File: src/rtl/munoc_arb_pkg.sv
// Shared definitions for the munoc round-robin lock arbiter.
//   arb_state_e   : FSM encoding (ARB_IDLE=0, ARB_LOCKED=1)
//   arb_clog2     : index width for a given requester count (minimum 1)
//   arb_wrap_inc  : increment modulo the requester count (not modulo 2^W)
package munoc_arb_pkg;

  typedef enum logic {
    ARB_IDLE   = 1'b0,
    ARB_LOCKED = 1'b1
  } arb_state_e;

  function automatic int arb_clog2(input int n);
    int w;
    w = 0;
    for (int v = n - 1; v > 0; v = v >> 1) begin
      w++;
    end
    return (w < 1) ? 1 : w;
  endfunction

  function automatic int arb_wrap_inc(input int idx, input int n);
    return (idx + 1 >= n) ? 0 : idx + 1;
  endfunction

endpackage

File: src/rtl/munoc_rr_pick.sv
// Combinational rotating priority encoder.
// Ports:
//   i_req_valid : per-source request vector
//   i_ptr       : highest-priority index (must be < NUM_REQ)
//   o_found     : at least one request present
//   o_idx       : first requesting index scanning i_ptr, i_ptr+1, ... mod NUM_REQ
module munoc_rr_pick
  import munoc_arb_pkg::*;
#(
  parameter int NUM_REQ = 4,
  parameter int IDX_W   = arb_clog2(NUM_REQ)
) (
  input  logic [NUM_REQ-1:0] i_req_valid,
  input  logic [IDX_W-1:0]   i_ptr,
  output logic               o_found,
  output logic [IDX_W-1:0]   o_idx
);

  // Doubling the vector lets a plain part-select perform the rotation:
  // bit j of w_rot is request (ptr + j) mod NUM_REQ.
  logic [2*NUM_REQ-1:0] w_dbl;
  logic [NUM_REQ-1:0]   w_rot;
  logic [IDX_W:0]       w_off;
  logic [IDX_W:0]       w_sum;

  assign w_dbl = {i_req_valid, i_req_valid};
  assign w_rot = w_dbl[i_ptr +: NUM_REQ];

  always_comb begin
    o_found = |w_rot;
    w_off   = '0;
    // Scan downwards so the smallest offset is the one left standing.
    for (int j = NUM_REQ - 1; j >= 0; j--) begin
      if (w_rot[j]) begin
        w_off = (IDX_W+1)'(j);
      end
    end
    // ptr + offset is at most 2*NUM_REQ-2, so one conditional subtract wraps it.
    w_sum = {1'b0, i_ptr} + w_off;
    if (w_sum >= (IDX_W+1)'(NUM_REQ)) begin
      w_sum = w_sum - (IDX_W+1)'(NUM_REQ);
    end
    o_idx = IDX_W'(w_sum);
  end

endmodule

File: src/rtl/munoc_rr_lock_arbiter.sv
// Round-robin arbiter with packet lock for one munoc output channel.
// A grant is held from the first accepted non-last beat until the last beat
// handshakes; priority then moves to the source after the one just served.
// Ports:
//   i_clk, i_rst (async, active high), i_clear (sync, same effect as reset)
//   i_req_valid / i_req_last / o_req_ready : per-source beat handshake
//   o_out_valid / o_out_last / i_out_ready : selected beat to downstream
//   o_grant_valid / o_grant_index / o_grant_onehot : current grant
//   o_locked : mid-packet, grant frozen
module munoc_rr_lock_arbiter
  import munoc_arb_pkg::*;
#(
  parameter int NUM_REQ = 4,
  parameter int IDX_W   = arb_clog2(NUM_REQ)
) (
  input  logic               i_clk,
  input  logic               i_rst,
  input  logic               i_clear,
  input  logic [NUM_REQ-1:0] i_req_valid,
  input  logic [NUM_REQ-1:0] i_req_last,
  output logic [NUM_REQ-1:0] o_req_ready,
  output logic               o_out_valid,
  output logic               o_out_last,
  input  logic               i_out_ready,
  output logic               o_grant_valid,
  output logic [IDX_W-1:0]   o_grant_index,
  output logic [NUM_REQ-1:0] o_grant_onehot,
  output logic               o_locked
);

  arb_state_e       r_state, w_state_next;
  logic [IDX_W-1:0] r_ptr, w_ptr_next;
  logic [IDX_W-1:0] r_lock_idx, w_lock_idx_next;

  logic               w_pick_found;
  logic [IDX_W-1:0]   w_pick_idx;
  logic               w_is_locked;
  logic [IDX_W-1:0]   w_sel;
  logic               w_grant_valid;
  logic               w_out_valid;
  logic               w_out_last;
  logic               w_hs;
  logic [IDX_W-1:0]   w_sel_inc;
  logic [NUM_REQ-1:0] w_onehot;

  munoc_rr_pick #(
    .NUM_REQ (NUM_REQ),
    .IDX_W   (IDX_W)
  ) u_pick (
    .i_req_valid (i_req_valid),
    .i_ptr       (r_ptr),
    .o_found     (w_pick_found),
    .o_idx       (w_pick_idx)
  );

  assign w_is_locked   = (r_state == ARB_LOCKED);
  // While locked, other sources are ignored even if the owner drops valid.
  assign w_sel         = w_is_locked ? r_lock_idx : w_pick_idx;
  assign w_grant_valid = w_is_locked | w_pick_found;
  assign w_out_valid   = w_grant_valid & i_req_valid[w_sel];
  assign w_out_last    = w_out_valid & i_req_last[w_sel];
  assign w_hs          = w_out_valid & i_out_ready;
  assign w_sel_inc     = IDX_W'(arb_wrap_inc(int'(w_sel), NUM_REQ));

  for (genvar gi = 0; gi < NUM_REQ; gi++) begin : g_onehot
    assign w_onehot[gi] = w_grant_valid & (w_sel == IDX_W'(gi));
  end

  // State register.
  always_ff @(posedge i_clk or posedge i_rst) begin
    if (i_rst) begin
      r_state    <= ARB_IDLE;
      r_ptr      <= '0;
      r_lock_idx <= '0;
    end else begin
      r_state    <= w_state_next;
      r_ptr      <= w_ptr_next;
      r_lock_idx <= w_lock_idx_next;
    end
  end

  // Next-state logic. Clear overrides any handshake in the same cycle; the
  // beat itself still transfers because ready/valid are combinational.
  always_comb begin
    w_state_next    = r_state;
    w_ptr_next      = r_ptr;
    w_lock_idx_next = r_lock_idx;
    if (i_clear) begin
      w_state_next    = ARB_IDLE;
      w_ptr_next      = '0;
      w_lock_idx_next = '0;
    end else begin
      case (r_state)
        ARB_IDLE: begin
          if (w_hs) begin
            if (w_out_last) begin
              w_ptr_next = w_sel_inc;
            end else begin
              w_state_next    = ARB_LOCKED;
              w_lock_idx_next = w_sel;
            end
          end
        end
        ARB_LOCKED: begin
          if (w_hs && w_out_last) begin
            w_state_next = ARB_IDLE;
            w_ptr_next   = w_sel_inc;
          end
        end
        default: begin
          w_state_next = ARB_IDLE;
        end
      endcase
    end
  end

  // Output logic.
  always_comb begin
    o_grant_valid  = w_grant_valid;
    o_grant_index  = w_grant_valid ? w_sel : '0;
    o_grant_onehot = w_onehot;
    o_req_ready    = w_onehot & {NUM_REQ{i_out_ready}};
    o_out_valid    = w_out_valid;
    o_out_last     = w_out_last;
    o_locked       = w_is_locked;
  end

endmodule

File: config.mk
export PLATFORM = sky130hd
export DESIGN_NAME = munoc_rr_lock_arbiter
export DESIGN_NICKNAME = d
export VERILOG_FILES = /design/src/rtl/munoc_arb_pkg.sv /design/src/rtl/munoc_rr_pick.sv /design/src/rtl/munoc_rr_lock_arbiter.sv
export SDC_FILE = /design/constraint.sdc
export NUM_CORES = 1
export LEC_CHECK = 0
export ABC_CLOCK_PERIOD_IN_PS = 5200
export BUFFER_PORTS_ARGS = -buffer_cell sky130_fd_sc_hd__clkbuf_2
export CAP_MARGIN = 10
export CORE_MARGIN = 5
export CORE_UTILIZATION = 49
export DETAILED_ROUTE_END_ITERATION = 8
export GPL_ROUTABILITY_DRIVEN = 0
export PLACE_DENSITY_LB_ADDON = 0.12
export SKIP_LAST_GASP = 1
export SYNTH_ARGS = -nofsm -noshare
export SYNTH_HDL_FRONTEND = slang
export SYNTH_SLANG_ARGS = --single-unit
File: constraint.sdc
create_clock -name i_clk -period 5.2 [get_ports i_clk]
set_input_delay 1.04 -clock i_clk [delete_from_list [all_inputs] [get_ports i_clk]]
set_output_delay 1.04 -clock i_clk [all_outputs]
set_load 0.05 [all_outputs]
==> reports/results.txt, run 1 <==
quantity of I/O buffers inserted on ports: 25
top cells by count, synth: nor2_1 (12), inv_1 (6)
DRT Pass-1 Iters: 4
Iteration-0 DRC Markers: 10
total congestion overflow: 0
Async SR Flop Fraction: 100%
EDFF count, synth: 0
Layout Nets: 135
Antenna Violating Nets Remaining: 0
synth top area cells: dfrtp_1 (16%), ha_1 (8.1%), mux2i_1 (6.5%), nor2_1 (5.8%), and2_1 (4.1%)
syn avg cell area: 8.67 um^2
crit start category: primary input
DIE AREA: 2470 um^2
Hold Crit Class: register to register
clock root cell: clkbuf_4
crit path capture type: primary output
Clock Latency Late Sink: 230 ps
clk slew on worst S/H paths: 40 ps
vias: 721
Max Cap Viol: 0
antenna violations before repair: 0
setup violators final: 0
first-pass GRT wire length: 3120 um
register bit total from synthesis: 5
Hold Vio Cnt, Final: 0
top cell type's share of synthesized area: 16.2%
Design Area, Final: 937 um^2
Setup TNS Final: 0 ps
clk buf depth: 2
CORE AREA: 1510 um^2
diode count: 0
vias in the first global route: 690
Die Height: 49.7 um
Clock Sinks: 5
Clock Skew: 0.251 ps
Tmin final: 4790 ps
Slew @ Worst Pin: 512 ps
Gate Count Post-Synth: 89
f_max: 209 MHz
Synth Cell Area: 772 um^2
layout cells sized above 1: 36.8%
unrepaired setup endpoints after global routing: no
final routed DRC violation total: 0
gr usage total: 15.6%
DR vias/cell: 5.42
Yosys cell types: 38
Pins Over Slew Limit: 0
Seq/Total Area, Yosys: 16.2%
cell taking the most area after synthesis: dfrtp_1
Tcrit/Tclk final: 92.2%
# Post-CTS Setup Buffers: 0
largest net degree at the start of global routing: 10
required time worst endpoint: 4160 ps
Synth warnings: 0
top-count cell post-synth: nor2_1
Worst slew margin: 65.2%
fillers: 139
DR WL/cell: 12.9 um
WL final: 1720 um
Post-CTS Hold Fix Bufs: 0
CTS tree: done
crit-path max FO: 9
# rows: 14
area post-placement: 911 um^2
initial core utilization: 51.2%
CP arrival: 3750 ps
Crit Path Class: primary input to primary output
area delta synth->final: 21.4%
post-synthesis net count: 106
DPL Wire Length: 1470 um
PostCTS Resize Cnt: 0
total CTS buffers: 3
status: completed
htree depth: 1
Die W: 49.7 um
I/O pins: 26
Synth Flop Type: dfrtp_1
==> state kept, by name, summed over array words and instances (netlist names) <==
signal      flops
r_lock_idx      2
o_locked        1
r_ptr           2
==> final cells by class <==
type                            count  area, um^2  share of cell area (%)
Sequential cell                     5         125                    13.4
Tap cell                           16        20.0                    2.14
Multi-Input combinational cell     75         603                    64.4
Inverter                            6        22.5                    2.40
Timing Repair Buffer               27         140                    15.0
Clock buffer                        4        26.3                    2.80
==> cell usage in the layout (no fill, tap or decap), types with 4 or more instances in the layout <==
cell and n:
clkbuf_2 25, nor2_1 12, inv_1 6, nand2b_1 5, mux2i_1 5, and2_1 5
ha_1 5, dfrtp_1 5, and3_1 4
==> routing by layer <==
layer	up-vias	track usage [%]	share of wire (%)
met4	0	5.68	0.93
met1	320	20.9	47
met3	2	3.01	6.7
met5	-	0	0
li1	374	-	-
met2	25	24.4	45
==> through the flow <==
stage / cells / worst slack (ps) / hold slack [ps] / util, %
final: 133 / 405 / 602 / 62.2
after global routing: 133 / 167 / 654 / 62.2
after CTS: 133 / 408 / 607 / 62.2
after detailed placement: 129 / 417 / 592 / 60.5
after global placement: 129 / 470 / 587 / 60.5
after floorplan: 89 / 441 / 566 / -
==> path summary, 6_finish.rpt <==
path / start / to / slack (ps) / cells after the start
worst max-delay path: i_req_valid[1] / o_out_last / 410 / 14
worst min-delay path: r_lock_idx[1] / r_lock_idx[1] / 600 / 2
worst max register to register: r_ptr[0] / r_lock_idx[1] / 2030 / 12
worst min register to register: r_lock_idx[1] / r_lock_idx[1] / 600 / 2
max in group asynchronous: i_rst / r_ptr[0] / 4370 / 2
min in group asynchronous: i_rst / o_locked / 670 / 2
==> cell families (layout without fill, tap and decap cells) <==
logic type	Yosys count	after routing	synth area share [%]
compound gates	12	12	17.7
xor+xnor	2	2	2.27
fa+ha+maj	5	5	8.10
buf+inv	9	37	5.67
flops	5	5	16.2
mux	10	10	16.0
simple gates	46	46	34.0
==> critical path: stages <==
cell      delay, ps
clkbuf_2        120
inv_1           100
nor3_1           60
a31oi_1         140
nor2_1           50
a21oi_1         150
nand3b_1        100
ha_1            350
mux2i_2         450
mux2i_1         130
and2_1          180
a221oi_4        400
and2_2          210
clkbuf_2        270
Power of run 1 is left out: the tool's default activity adds up to more than one toggle a clock period on the data nets, which glitch-free logic cannot reach.
==> run 2: changes to the inputs <==
RECOVER_POWER = 25   (was default)
==> reports/results.txt, run 2 (same netlist as run 1, synthesis figures left out) <==
Die Height: 49.7 um
largest net degree at the start of global routing: 10
layout cells sized above 1: 35.9%
clock root cell: clkbuf_4
setup violators final: 0
Setup TNS Final: 0 ps
vias in the first global route: 690
met3 usage: 3.01%
antenna violations before repair: 0
diode count: 0
Post-CTS Hold Fix Bufs: 0
WL final: 1720 um
# Post-CTS Setup Buffers: 0
Max Cap Viol: 0
Worst slew margin: 60.7%
required time worst endpoint: 4160 ps
Iteration-0 DRC Markers: 10
most common cell after layout, fill and taps aside: clkbuf_2
final routed DRC violation total: 0
Layout Nets: 135
fillers: 140
Tcrit/Tclk final: 92.2%
unrepaired setup endpoints after global routing: no
vias: 721
Crit Path Class: primary input to primary output
Pins Over Slew Limit: 0
Die W: 49.7 um
htree depth: 1
most frequent cells in the layout: clkbuf_2 (24), nor2_1 (12), inv_1 (6)
Clock Sinks: 5
Clock Skew: 0.251 ps
crit start category: primary input
crit-path max FO: 9
area delta synth->final: 21.2%
gr usage total: 15.6%
# rows: 14
CTS tree: done
first-pass GRT wire length: 3120 um
DR vias/cell: 5.42
crit path capture type: primary output
routing usage on met2: 24.4%
quantity of I/O buffers inserted on ports: 25
I/O pins: 26
status: completed
CORE AREA: 1510 um^2
clk buf depth: 2
Tmin final: 4800 ps
Antenna Violating Nets Remaining: 0
PostCTS Resize Cnt: 0
total congestion overflow: 0
Clock Latency Late Sink: 230 ps
Hold Crit Class: register to register
Slew @ Worst Pin: 592 ps
GRT Max-Usage Layer: met2
R2R setup slack: 2030 ps
Hold Vio Cnt, Final: 0
CP arrival: 3760 ps
DR WL/cell: 12.9 um
initial core utilization: 51.2%
f_max: 209 MHz
total CTS buffers: 3
clk slew on worst S/H paths: 40 ps
DIE AREA: 2470 um^2
DRT Pass-1 Iters: 4
DPL Wire Length: 1470 um
met1 Use GR: 20.9%
run 2: critical path: stages:
cell and delay [ps]:
clkbuf_2 120, inv_1 100, nor3_1 60, a31oi_1 140
nor2_1 50, a21oi_1 150, nand3b_1 100, ha_1 350
mux2i_2 450, mux2i_1 130, and2_1 180, a221oi_4 400
and2_2 210, clkbuf_2 270
run 2: final timing paths:
kind,from,to,cells after the start
max in group asynchronous,i_rst,r_ptr[0],2
max reg2reg,r_ptr[0],r_lock_idx[1],12
min in group asynchronous,i_rst,o_locked,2
min reg2reg,r_lock_idx[1],r_lock_idx[1],2
min,r_lock_idx[1],r_lock_idx[1],2
max,i_req_valid[1],o_out_last,14
run 2: layout make-up:
class | count | area, um^2 | share of cell area, %
Timing Repair Buffer | 27 | 139 | 14.8
Sequential cell | 5 | 125 | 13.4
Tap cell | 16 | 20.0 | 2.14
Multi-Input combinational cell | 75 | 603 | 64.4
Clock buffer | 4 | 26.3 | 2.81
Inverter | 6 | 22.5 | 2.41
run 2: routing by layer:
metal / routed length, um / share of wire (%) / vias to the layer above
met5: 0 / 0 / -
met3: 116 / 6.7 / 2
met2: 776 / 45 / 25
met4: 16 / 0.93 / 0
met1: 810 / 47 / 320
li1: - / - / 374
run 2: through the flow:
stage / hold slack, ps / instance area [um^2] / util, % / std cells / worst slack [ps]
after floorplan: 566 / 772 / - / 89 / 441
after global placement: 587 / 911 / 60.5 / 129 / 470
after detailed placement: 592 / 911 / 60.5 / 129 / 417
after CTS: 607 / 937 / 62.2 / 133 / 408
after global routing: 654 / 936 / 62.1 / 133 / 167
final: 602 / 936 / 62.1 / 133 / 404
Power of run 2 is left out for the same reason.
==> run 3: changes to the inputs <==
PLACE_DENSITY = 0.82   (was default)
PLACE_DENSITY_LB_ADDON = default   (was 0.12)
==> reports/results.txt, run 3 (same netlist as run 1, synthesis figures left out) <==
Layout Nets: 135
largest net degree at the start of global routing: 10
antenna violations before repair: 0
vias in the first global route: 716
htree depth: 1
Clock Skew: 2.79 ps
status: completed
Setup TNS Final: 0 ps
# Post-CTS Setup Buffers: 0
diode count: 0
Worst Hold Launch: r_lock_idx[1]
DR vias/cell: 5.68
I/O pins: 26
Clock Sinks: 5
Clock Latency Late Sink: 240 ps
unrepaired setup endpoints after global routing: no
CTS tree: done
Worst slew margin: 60.9%
Tcrit/Tclk final: 93.7%
Hold Vio Cnt, Final: 0
Max Cap Viol: 0
DPL Wire Length: 1600 um
Pins Over Slew Limit: 0
Hold Crit Class: register to register
layout cells sized above 1: 35.9%
first-pass GRT wire length: 3120 um
# rows: 14
r2r startpoint: r_ptr[0]
worst hold endpoint: r_lock_idx[1]
crit start category: primary input
Worst Hold Depth: 2
R2R setup slack: 1920 ps
Iteration-0 DRC Markers: 30
Post-CTS Hold Fix Bufs: 0
Antenna Violating Nets Remaining: 0
WL final: 1970 um
final routed DRC violation total: 0
clk buf depth: 2
Slew @ Worst Pin: 575 ps
crit path capture type: primary output
reg2reg path depth: 12
Crit Path Class: primary input to primary output
DRT Pass-1 Iters: 4
setup violators final: 0
DIE AREA: 2470 um^2
f_max: 205 MHz
Tmin final: 4870 ps
CORE AREA: 1510 um^2
clock root cell: clkbuf_4
total congestion overflow: 0
worst r2r dst: r_lock_idx[0]
Die W: 49.7 um
crit-path max FO: 9
area delta synth->final: 21.2%
DR WL/cell: 14.8 um
required time worst endpoint: 4160 ps
total CTS buffers: 3
CP arrival: 3830 ps
clk slew on worst S/H paths: 50 ps
PostCTS Resize Cnt: 0
gr usage total: 15.5%
most frequent cells in the layout: clkbuf_2 (24), nor2_1 (12), inv_1 (6)
most common cell after layout, fill and taps aside: clkbuf_2
quantity of I/O buffers inserted on ports: 25
initial core utilization: 51.2%
Die Height: 49.7 um
vias: 756
## run 3: how the worst max path moves through the flow
stage	slack, ps	cells past startpoint	from	endpoint
CTS	360	13	i_req_valid[1]	o_out_last
global placement	440	13	i_req_valid[1]	o_out_last
floorplan	440	12	i_req_valid[0]	o_out_last
finish	330	14	i_req_valid[1]	o_out_last
detailed placement	380	14	i_req_valid[1]	o_out_last
global route	180	13	i_req_valid[1]	o_out_last
## run 3: routing by layer
metal | vias to the layer above | wire length [um] | track usage, %
met5 | - | 0 | 0
met4 | 0 | 18 | 4.37
met3 | 4 | 78 | 0.904
met2 | 18 | 1060 | 28.8
met1 | 360 | 820 | 18.8
li1 | 374 | - | -
## run 3: layout make-up
type                       count  area, um^2
multi-input combinational     75         603
fill                         147         571
timing repair buffer          27         139
sequential                     5         125
clock buffer                   4        26.3
inverter                       6        22.5
tap                           16        20.0
## run 3: critical path, cell delays in order
cell,delay (ps)
clkbuf_2,120
inv_1,100
nor3_1,60
a31oi_1,140
nor2_1,60
a21oi_1,150
nand3b_1,110
ha_1,350
mux2i_2,500
mux2i_1,150
and2_1,190
a221oi_4,400
and2_2,210
clkbuf_2,270
## run 3: through the flow
step | util (%) | instances | setup slack [ps] | area [um^2] | hold slack [ps]
2_1_floorplan | - | 89 | 441 | 772 | 566
3_3_place_gp | 60.5 | 129 | 441 | 911 | 604
4_1_cts | 62.2 | 133 | 365 | 937 | 657
3_5_place_dp | 60.5 | 129 | 380 | 911 | 641
5_1_grt | 62.1 | 133 | 182 | 936 | 680
6_report | 62.1 | 133 | 325 | 936 | 657
Power of run 3 is left out for the same reason.
